$ cat config.mk
export PLATFORM = sky130hd
export DESIGN_NAME = ssb_drive_seq
export DESIGN_NICKNAME = d
export VERILOG_FILES = /design/src/rtl/ssb_seq_pkg.sv /design/src/rtl/env_ramp.sv /design/src/rtl/ssb_drive_seq.sv
export SDC_FILE = /design/constraint.sdc
export NUM_CORES = 2
export LEC_CHECK = 0
export ABC_AREA = 1
export CAP_MARGIN = 15
export CORE_MARGIN = 2
export CORE_UTILIZATION = 65
export CTS_BUF_LIST = sky130_fd_sc_hd__clkbuf_8 sky130_fd_sc_hd__clkbuf_16
export CTS_CLUSTER_DIAMETER = 40
export DETAILED_ROUTE_END_ITERATION = 8
export GPL_TIMING_DRIVEN = 0
export PLACE_DENSITY_LB_ADDON = 0.1
export SETUP_SLACK_MARGIN = 0.2
export SLEW_MARGIN = 20
export SYNTH_ARGS = -nofsm -noshare
export SYNTH_HDL_FRONTEND = slang
export SYNTH_SLANG_ARGS = --single-unit
$ cat constraint.sdc
create_clock -name clk -period 13.9 [get_ports clk]
set_input_delay 2.78 -clock clk [delete_from_list [all_inputs] [get_ports clk]]
set_output_delay 2.78 -clock clk [all_outputs]
set_load 0.02 [all_outputs]
$ cat src/rtl/ssb_seq_pkg.sv
// ssb_seq_pkg: shared constants for the ssb_out drive sequencer.
// FSM state codes, unity gain for the default gw, flush length.
package ssb_seq_pkg;

  localparam int GW_DEF = 16;

  localparam logic [GW_DEF:0] GAIN_ONE =
    {1'b1, {GW_DEF{1'b0}}};

  localparam int FLUSH_FRAMES = 2;

  localparam logic [2:0] S_IDLE      = 3'd0;
  localparam logic [2:0] S_RAMP_UP   = 3'd1;
  localparam logic [2:0] S_HOLD      = 3'd2;
  localparam logic [2:0] S_RAMP_DOWN = 3'd3;
  localparam logic [2:0] S_FLUSH     = 3'd4;

endpackage

$ cat src/rtl/env_ramp.sv
// env_ramp: saturating envelope gain accumulator, clamped to
// 0..2^gw. Ports: clk, reset; up/down/load/clear strobes (one
// update per asserted cycle, priority clear>load>up>down); step
// increment; gain register; full_nxt/zero_nxt flag that the next
// up/down result would land on the clamp.
module env_ramp
  import ssb_seq_pkg::*;
#(
  parameter int gw = 16
) (
  input  logic          clk,
  input  logic          reset,
  input  logic          up,
  input  logic          down,
  input  logic          load,
  input  logic          clear,
  input  logic [gw-1:0] step,
  output logic [gw:0]   gain,
  output logic          full_nxt,
  output logic          zero_nxt
);

  localparam logic [gw:0] ONE = {1'b1, {gw{1'b0}}};

  logic [gw+1:0] sum;
  logic [gw:0]   up_v;
  logic [gw:0]   dn_v;
  logic [gw:0]   nxt;

  always_comb begin
    sum  = {1'b0, gain} + {2'b00, step};
    up_v = (sum >= {1'b0, ONE}) ? ONE : sum[gw:0];
    dn_v = (gain > {1'b0, step}) ?
           gain - {1'b0, step} : '0;
    full_nxt = (up_v == ONE);
    zero_nxt = (dn_v == '0);
    nxt = gain;
    if (clear)     nxt = '0;
    else if (load) nxt = ONE;
    else if (up)   nxt = up_v;
    else if (down) nxt = dn_v;
  end

  always_ff @(posedge clk or posedge reset) begin
    if (reset) gain <= '0;
    else       gain <= nxt;
  end

endmodule

$ cat src/rtl/ssb_drive_seq.sv
// ssb_drive_seq: pulse/envelope sequencer feeding ssb_out.
// Ports: clk, reset (async high); start/stop requests; amp_i/amp_q
// setpoints; ramp_step, pulse_len; outputs div_state frame phase,
// interleaved drive, enable, gain, busy, done.
// Build option SSB_DRIVE_SEQ_SOFT_STOP_EN: stop ramps gain down
// from its current value instead of cutting straight to FLUSH.
module ssb_drive_seq
  import ssb_seq_pkg::*;
#(
  parameter int dw = 18,
  parameter int gw = 16,
  parameter int lw = 16
) (
  input  logic          clk,
  input  logic          reset,
  input  logic          start,
  input  logic          stop,
  input  logic [dw-1:0] amp_i,
  input  logic [dw-1:0] amp_q,
  input  logic [gw-1:0] ramp_step,
  input  logic [lw-1:0] pulse_len,
  output logic [1:0]    div_state,
  output logic [dw-1:0] drive,
  output logic          enable,
  output logic [gw:0]   gain,
  output logic          busy,
  output logic          done
);

  localparam int PW = dw + gw + 1;
  localparam logic [1:0] FL_LAST = 2'(FLUSH_FRAMES - 1);

  logic [2:0]    state;
  logic [2:0]    state_nxt;
  logic          start_p;
  logic          stop_p;
  logic          stop_ok;
  logic [dw-1:0] amp_i_l;
  logic [dw-1:0] amp_q_l;
  logic [lw-1:0] hcnt;
  logic [1:0]    fcnt;
  logic          tick;
  logic          up;
  logic          dn;
  logic          ld;
  logic          clr;
  logic          fin;
  logic          stopping;
  logic          begin_down;
  logic          full_nxt;
  logic          zero_nxt;
  logic          up_full;
  logic          dn_zero;

  logic signed [PW-1:0] prod_i;
  logic signed [PW-1:0] prod_q;
  logic [dw-1:0]        i_term;
  logic [dw-1:0]        q_term;

  assign tick    = (div_state == 2'd3);
  assign enable  = (state != S_IDLE);
  assign busy    = enable | start_p;
  assign stop_ok = stop & ((state == S_RAMP_UP) |
                           (state == S_HOLD) |
                           (state == S_RAMP_DOWN));

  // Zero step means "jump": straight to full or to zero.
  assign up_full = (ramp_step == '0) | full_nxt;
  assign dn_zero = (ramp_step == '0) | zero_nxt;

  env_ramp #(.gw(gw)) u_env (
    .clk      (clk),
    .reset    (reset),
    .up       (up),
    .down     (dn),
    .load     (ld),
    .clear    (clr),
    .step     (ramp_step),
    .gain     (gain),
    .full_nxt (full_nxt),
    .zero_nxt (zero_nxt)
  );

  // Each boundary tick applies one gain step, so the ramp
  // gains are symmetric: 0 | s, 2s .. | ONE .. | .. 2s, s | 0.
  always_comb begin
    state_nxt  = state;
    up         = 1'b0;
    dn         = 1'b0;
    ld         = 1'b0;
    clr        = 1'b0;
    fin        = 1'b0;
    stopping   = 1'b0;
    begin_down = 1'b0;
    if (tick) begin
      unique case (state)
        S_IDLE: begin
          if (start_p) begin
            if (up_full) begin
              ld = 1'b1;
              state_nxt = S_HOLD;
            end else begin
              up = 1'b1;
              state_nxt = S_RAMP_UP;
            end
          end
        end
        S_RAMP_UP: begin
          if (stop_p) stopping = 1'b1;
          else if (up_full) begin
            ld = 1'b1;
            state_nxt = S_HOLD;
          end else up = 1'b1;
        end
        S_HOLD: begin
          if (stop_p) stopping = 1'b1;
          else if (pulse_len != '0 &&
                   hcnt == pulse_len - lw'(1))
            begin_down = 1'b1;
        end
        S_RAMP_DOWN: begin
          if (stop_p) stopping = 1'b1;
          else begin_down = 1'b1;
        end
        S_FLUSH: begin
          if (fcnt == FL_LAST) fin = 1'b1;
        end
        default: state_nxt = S_IDLE;
      endcase
`ifdef SSB_DRIVE_SEQ_SOFT_STOP_EN
      if (stopping) begin_down = 1'b1;
`else
      if (stopping) begin
        clr = 1'b1;
        state_nxt = S_FLUSH;
      end
`endif
      if (begin_down) begin
        if (dn_zero) begin
          clr = 1'b1;
          state_nxt = S_FLUSH;
        end else begin
          dn = 1'b1;
          state_nxt = S_RAMP_DOWN;
        end
      end
      if (fin) state_nxt = S_IDLE;
    end
  end

  // Full-width product; >>> then truncation floors toward -inf.
  always_comb begin
    prod_i = PW'($signed(amp_i_l)) * PW'($signed({1'b0, gain}));
    prod_q = PW'($signed(amp_q_l)) * PW'($signed({1'b0, gain}));
    i_term = dw'(prod_i >>> gw);
    q_term = dw'(prod_q >>> gw);
  end

  always_ff @(posedge clk or posedge reset) begin
    if (reset) begin
      div_state <= 2'd0;
      state     <= S_IDLE;
      start_p   <= 1'b0;
      stop_p    <= 1'b0;
      amp_i_l   <= '0;
      amp_q_l   <= '0;
      hcnt      <= '0;
      fcnt      <= '0;
      drive     <= '0;
      done      <= 1'b0;
    end else begin
      div_state <= div_state + 2'd1;
      state     <= state_nxt;
      done      <= fin;
      drive     <= div_state[0] ? q_term : i_term;
      if (start && !stop && !busy) begin
        start_p <= 1'b1;
        amp_i_l <= amp_i;
        amp_q_l <= amp_q;
      end else if (tick && state == S_IDLE) begin
        start_p <= 1'b0;
      end
      // A stop seen on the tick itself waits for the next tick.
      stop_p <= tick ? stop_ok : (stop_p | stop_ok);
      if (state != S_HOLD) hcnt <= '0;
      else if (tick)       hcnt <= hcnt + lw'(1);
      if (state != S_FLUSH) fcnt <= '0;
      else if (tick)        fcnt <= fcnt + 2'd1;
    end
  end

endmodule

======== Yosys cells after proc, flatten, opt, wreduce, memory -nomap -nowiden ========
Cells that the tools add are included.
operators by class
  add/sub/neg operators ................... 6
  multiply operators ...................... 2
  magnitude comparators ................... 2
  equal/unequal tests ..................... 14
  mux-type cells .......................... 52
  bitwise logic cells ..................... 7
  reduce and logical (&&, ||, !) cells .... 18
operators by type and width
  cell                                                   count
  2-to-1 mux 17 bit                                      6
  multiplier 18 x 18 -> 34 bit                           2
  2-to-1 mux 16 bit                                      2
  2-to-1 mux 1 bit                                       29
  2-to-1 mux 3 bit                                       7
  adder 17 x 16 -> 18 bit                                1
  >= comparator 18 x 17 -> 1 bit, second input constant  1
  2-to-1 mux 18 bit                                      1
  == test 17 bit, second input constant                  1
  greater-than comparator 17 x 16 -> 1 bit               1
  zero test 17 bit                                       1
  subtractor 17 x 16 -> 17 bit                           1
  adder 16 x 1 -> 16 bit, second input constant          1
  == test 16 bit                                         1
  zero test 16 bit                                       1
  nonzero test 16 bit                                    1
  subtractor 16 x 1 -> 16 bit, second input constant     1
  inequality test 5 x 2 -> 1 bit, second input constant  2
  one-hot mux 3 bit (3 select lines)                     1
  == test 3 x 2 -> 1 bit, second input constant          2
  2-to-1 mux 2 bit                                       3
  OR 1 bit                                               6
  one-hot mux 1 bit (2 select lines)                     3
  nonzero test 2 bit                                     3
  other kinds (17)                                       23
storage, ports and cells
  register bits ........................... 97
  bits of input ports ..................... 72
  word-level logic and storage cells ...... 112

======== Longest topological paths before layout ========
  depth after elaboration ................. 13
  mapped depth ............................ 30
  gate-level depth less buffers ........... 28

======== Modules after synthesis ========
From an unflattened synthesis, not the netlist that was laid out.
unflattened totals
  cells, all modules ...................... 4208
  area, all modules ....................... 30485.5 µm²
by module, submodules not included
  module         times used  cells each  area an instance (µm²)  sequential area each (µm²)
  ssb_drive_seq  1           3636        27312.4                 2001.9
  env_ramp       1           572         3173.0                  425.4

======== Worst setup path before layout ========
No wires, ideal clock.
  path type ............................... register to register
  from .................................... register u_env.gain[4]
  to ...................................... register drive[17]
  library setup time ...................... 127 ps
  arrival ................................. 5860 ps
  required time ........................... 13773 ps
  slack ................................... 7913 ps
  stages on the path, launching flop included .. 24
  buffers on the path ..................... 2
  cell sequence ........................... dfrtp_1 -> clkbuf_1 -> clkbuf_1 -> nand2_1 -> fa_1 -> fa_1 -> inv_1 -> fa_1 -> inv_1 -> fa_1 -> inv_1 -> fa_1 -> inv_1 -> fa_1 -> inv_1 -> ha_1 -> inv_1 -> nor3_1 -> nand2_1 -> nor4_1 -> a21oi_1 -> xnor2_1 -> nand2_1 -> o21ai_0
between the ends
  word-level cells in the longest chain between the ends .. 2
RTL lines
  item                                                    RTL line                                    text
  from (decl)                                             env_ramp.sv:18                              output logic [gw:0] gain,
  from (signal assigned)                                  env_ramp.sv:46                              else gain <= nxt;
  multiplier 18 x 18 -> 34 bit, on equally long branches  ssb_drive_seq.sv:153, ssb_drive_seq.sv:154
  2-to-1 mux 18 bit *                                     ssb_drive_seq.sv:175                        drive <= div_state[0] ? q_term : i_term;
  to (signal assigned)                                    ssb_drive_seq.sv:175
  to (decl)                                               ssb_drive_seq.sv:23                         output logic [dw-1:0] drive,
Mark *: on every way between the ends. The rest lies on a longest branch, timed or not.
A chain may end at the register's enable or synchronous reset.

======== Final worst setup path ========
  from .................................... register u_env.gain[4]
  to ...................................... register drive[13]
Same word-level chain as after synthesis.

==> results.toml <==
[sta]
final-hold-violation-count = 0
setup_slack_ns = 5.78
max_slew_margin_pct = 21.3
fmax_mhz = 123
worstMarginPinSlew_ns = 1.17
fin_crit_sh_pct = 58.4
finClkSkew_ns = 0.0274
rsz0062_at_grt = "no"
finalSetupViolCount = 0
hold_slack_ns = 0.505
fin_crit_ns = 8.12
tns_ns = 0
slew_viol_final = 0

[synthesis]
yosysUniqueCellTypes = 54
netlist_area_sq_mm = 0.0307
syn_nets = 4972
synthTopCellsByArea = "fa_1 (39%), inv_1 (16%), nand2_1 (12%)"
syn_area_per_cell_sq_um = 7.48
yosys_register_bits = 97
synth_cells = 4104
yosysWarnings = 0
synth_seq_area_share_pct = 7.91
yosys.area.top_type = "fa_1"
synth_top_area_share_pct = 38.9

[grt]
gr-usage-all-layers_pct = 38.0
grt.overflow.total = 0
antenna_found_initial = 2
grt_pass1_vias = 26402
grt_max_degree = 71
grt_pass1_wl_mm = 142

[floorplanning]
die_w_microns = 221
core_region_area_sq_mm = 0.0466
rows = 79
initial_core_util_pct = 65.9
io_pins = 112
die_h_microns = 221
dieArea_sq_mm = 0.0490

[cts]
clockRootBuffer = "clkbuf_16"
htreeDepth = 3
cts.clk_slew.worst_paths_ns = 0.08
numCtsBuffers = 9
clock_path_buffers = 2
clk_latency_ns = 0.42
ctsResizeCount = 0
cts_tree = "built"
cts.sinks = 97
post_cts.repair.setup_buffers = 0
cts_hold_buf = 0

[worst_setup_path]
path_common_cell = "fa_1"
startpoint_type = "register"
crit_type = "reg -> reg"
critPathCaptureType = "register"
path_cells = "clkbuf_1 > clkbuf_1 > nand2_1 > fa_1 > fa_1 > inv_1 > fa_1 > fa_1 > fa_1 > inv_1 > fa_1 > inv_1 > ha_1 > a21oi_1 > o21ai_0 > a221oi_1 > o21ai_0 > o21ai_0 > o21ai_0"
crit_required_ns = 14.14
critPathMaxStageDelay_ns = 0.78
arrival_ns = 8.36
worstPathMaxFanout = 10
critPathSlowestCell = "clkbuf_1"

[cells_and_area]
nets = 5095
fill_cells = 4004
syn2layout_area_growth_pct = 7.27
diodes = 0
layout-drive-gt1-share_pct = 3.76

[drt]
vias_per_cell = 5.32
firstDrtPassIters = 6
post-route-drc-count = 0
avgRoutedWirePerCell_microns = 18.3
drtAntennaViolNets = 0
routed_wirelength_mm = 88.4
initialDrtViolationCount = 2086
vias = 25748

[min_path]
hp-class = "reg -> reg"

[status]
status = "finished clean"

[placed_design]
io_buffers = 111
dp_hpwl_mm = 73.1
pre_cts_slack_ns = 6.00
place_congestion = 0.964

[flow_run]
max_cap_violations = 0
## layout by cell type, fill, tap and decap left out, types with 3 or more instances in the layout
master           instances
a221oi_1                 3
nand3_1                100
o211ai_1                 7
nand4_1                 17
inv_6                    3
or2_2                    4
nor2_4                   8
nand2_4                  3
clkbuf_16                9
buf_6                    4
dfrtp_1                 97
mux2_2                  33
fa_1                   596
clkbuf_1               129
buf_1                   14
o31ai_1                  4
nor4_1                   9
nand2_2                 22
o21a_1                   8
buf_2                   10
clkdlybuf4s50_1        111
a21o_1                   8
nand2_1                949
o21ai_1                  4
buf_4                    4
a31oi_1                  7
a21oi_1                135
o21bai_1                 7
a21oi_2                  4
ha_1                   200
nand3_2                 14
inv_2                   10
nor2_2                  11
xnor2_1                 21
o21ai_0                 99
inv_1                 1325
xor2_1                  37
nand3b_1                 3
nor3_1                  28
nor2_1                 146
## stage by stage
stage | utilization [%] | instance area, sq um | std cells
final | 70.7 | 32900 | 4839
after floorplan | - | 30700 | 4104
after global routing | 70.7 | 32900 | 4839
after CTS | 70.7 | 32900 | 4839
after global placement | 70.0 | 32600 | 4822
after detailed placement | 70.0 | 32600 | 4823
## kinds of logic after synthesis
family	synth area share [%]
flip-flops	7.91
buffers and inverters	18.7
adder cells (fa/ha/maj)	47.0
multiplexers	1.21
XOR/XNOR	1.80
AND/OR/NAND/NOR	18.1
AO/OA/AOI/OAI	5.31
## area by class of cell
type	count	area [sq um]	share of cell area [%]
Buffer	164	717	2.18
Sequential cell	97	2430	7.37
Timing Repair Buffer	112	1140	3.46
Clock buffer	10	239	0.726
Multi-Input combinational cell	2506	22500	68.4
Tap cell	607	759	2.31
Inverter	1337	5030	15.3
Clock inverter	6	88.8	0.270
## layer usage
metal / global-route usage (%) / part of all wire (%)
met3: 7.57 / 9.2
met2: 60.5 / 45
met4: 19.2 / 5.9
met5: 0 / 0.015
met1: 49.8 / 40
## Yosys cell counts, drive strengths merged
cell	count
o221a	1
a31oi	7
o21a	8
nand3b	3
fa	596
nor3	30
and3	2
o211ai	7
a211oi	1
and2	1
xor2	37
o31ai	4
clkbuf	129
dfrtp	97
o221ai	2
nand2	976
xnor2	21
a21boi	1
nor2	165
ha	200
mux2	33
buf	35
nand3	114
a21oi	140
a21o	8
inv	1336
o21ai	105
or2	4
o21bai	7
clkinv	1
nor4	9
xnor3	2
a221oi	3
nand4	19
## worst paths after layout
kind / slack, ns / end / from / cells after the start
worst max register to register: 5.78 / drive[13]$_DFF_PP0_ / u_env.gain[4]$_DFFE_PP0P_ / 19
worst min-delay path: 0.51 / div_state[1]$_DFF_PP0_ / div_state[1]$_DFF_PP0_ / 1
min in group asynchronous: 2.72 / amp_q_l[8]$_DFFE_PP0P_ / reset / 2
worst max-delay path: 5.78 / drive[13]$_DFF_PP0_ / u_env.gain[4]$_DFFE_PP0P_ / 19
max in group asynchronous: 10.47 / amp_i_l[6]$_DFFE_PP0P_ / reset / 3
worst min register to register: 0.51 / div_state[1]$_DFF_PP0_ / div_state[1]$_DFF_PP0_ / 1
## registers in the layout, indices dropped and copies added (netlist names)
| register | flops |
|---|---|
| start_p | 1 |
| hcnt | 16 |
| div_state | 2 |
| drive | 18 |
| stop_p | 1 |
| fcnt | 2 |
| amp_q_l | 18 |
| state | 3 |
| amp_i_l | 18 |
| done | 1 |
| u_env.gain | 17 |
## worst max-delay path: cells and delay by family (launching register included)
| family | cells | cell delay, ns |
|---|---|---|
| adder cells (fa/ha/maj) | 7 | 3.57 |
| buffers and inverters | 5 | 1.91 |
| AO/OA/AOI/OAI | 6 | 1.75 |
| flip-flops | 1 | 0.47 |
| AND/OR/NAND/NOR | 1 | 0.24 |
Power is not shown: default switching activity piles up to over one toggle a cycle in this logic, so the estimate is an artifact.
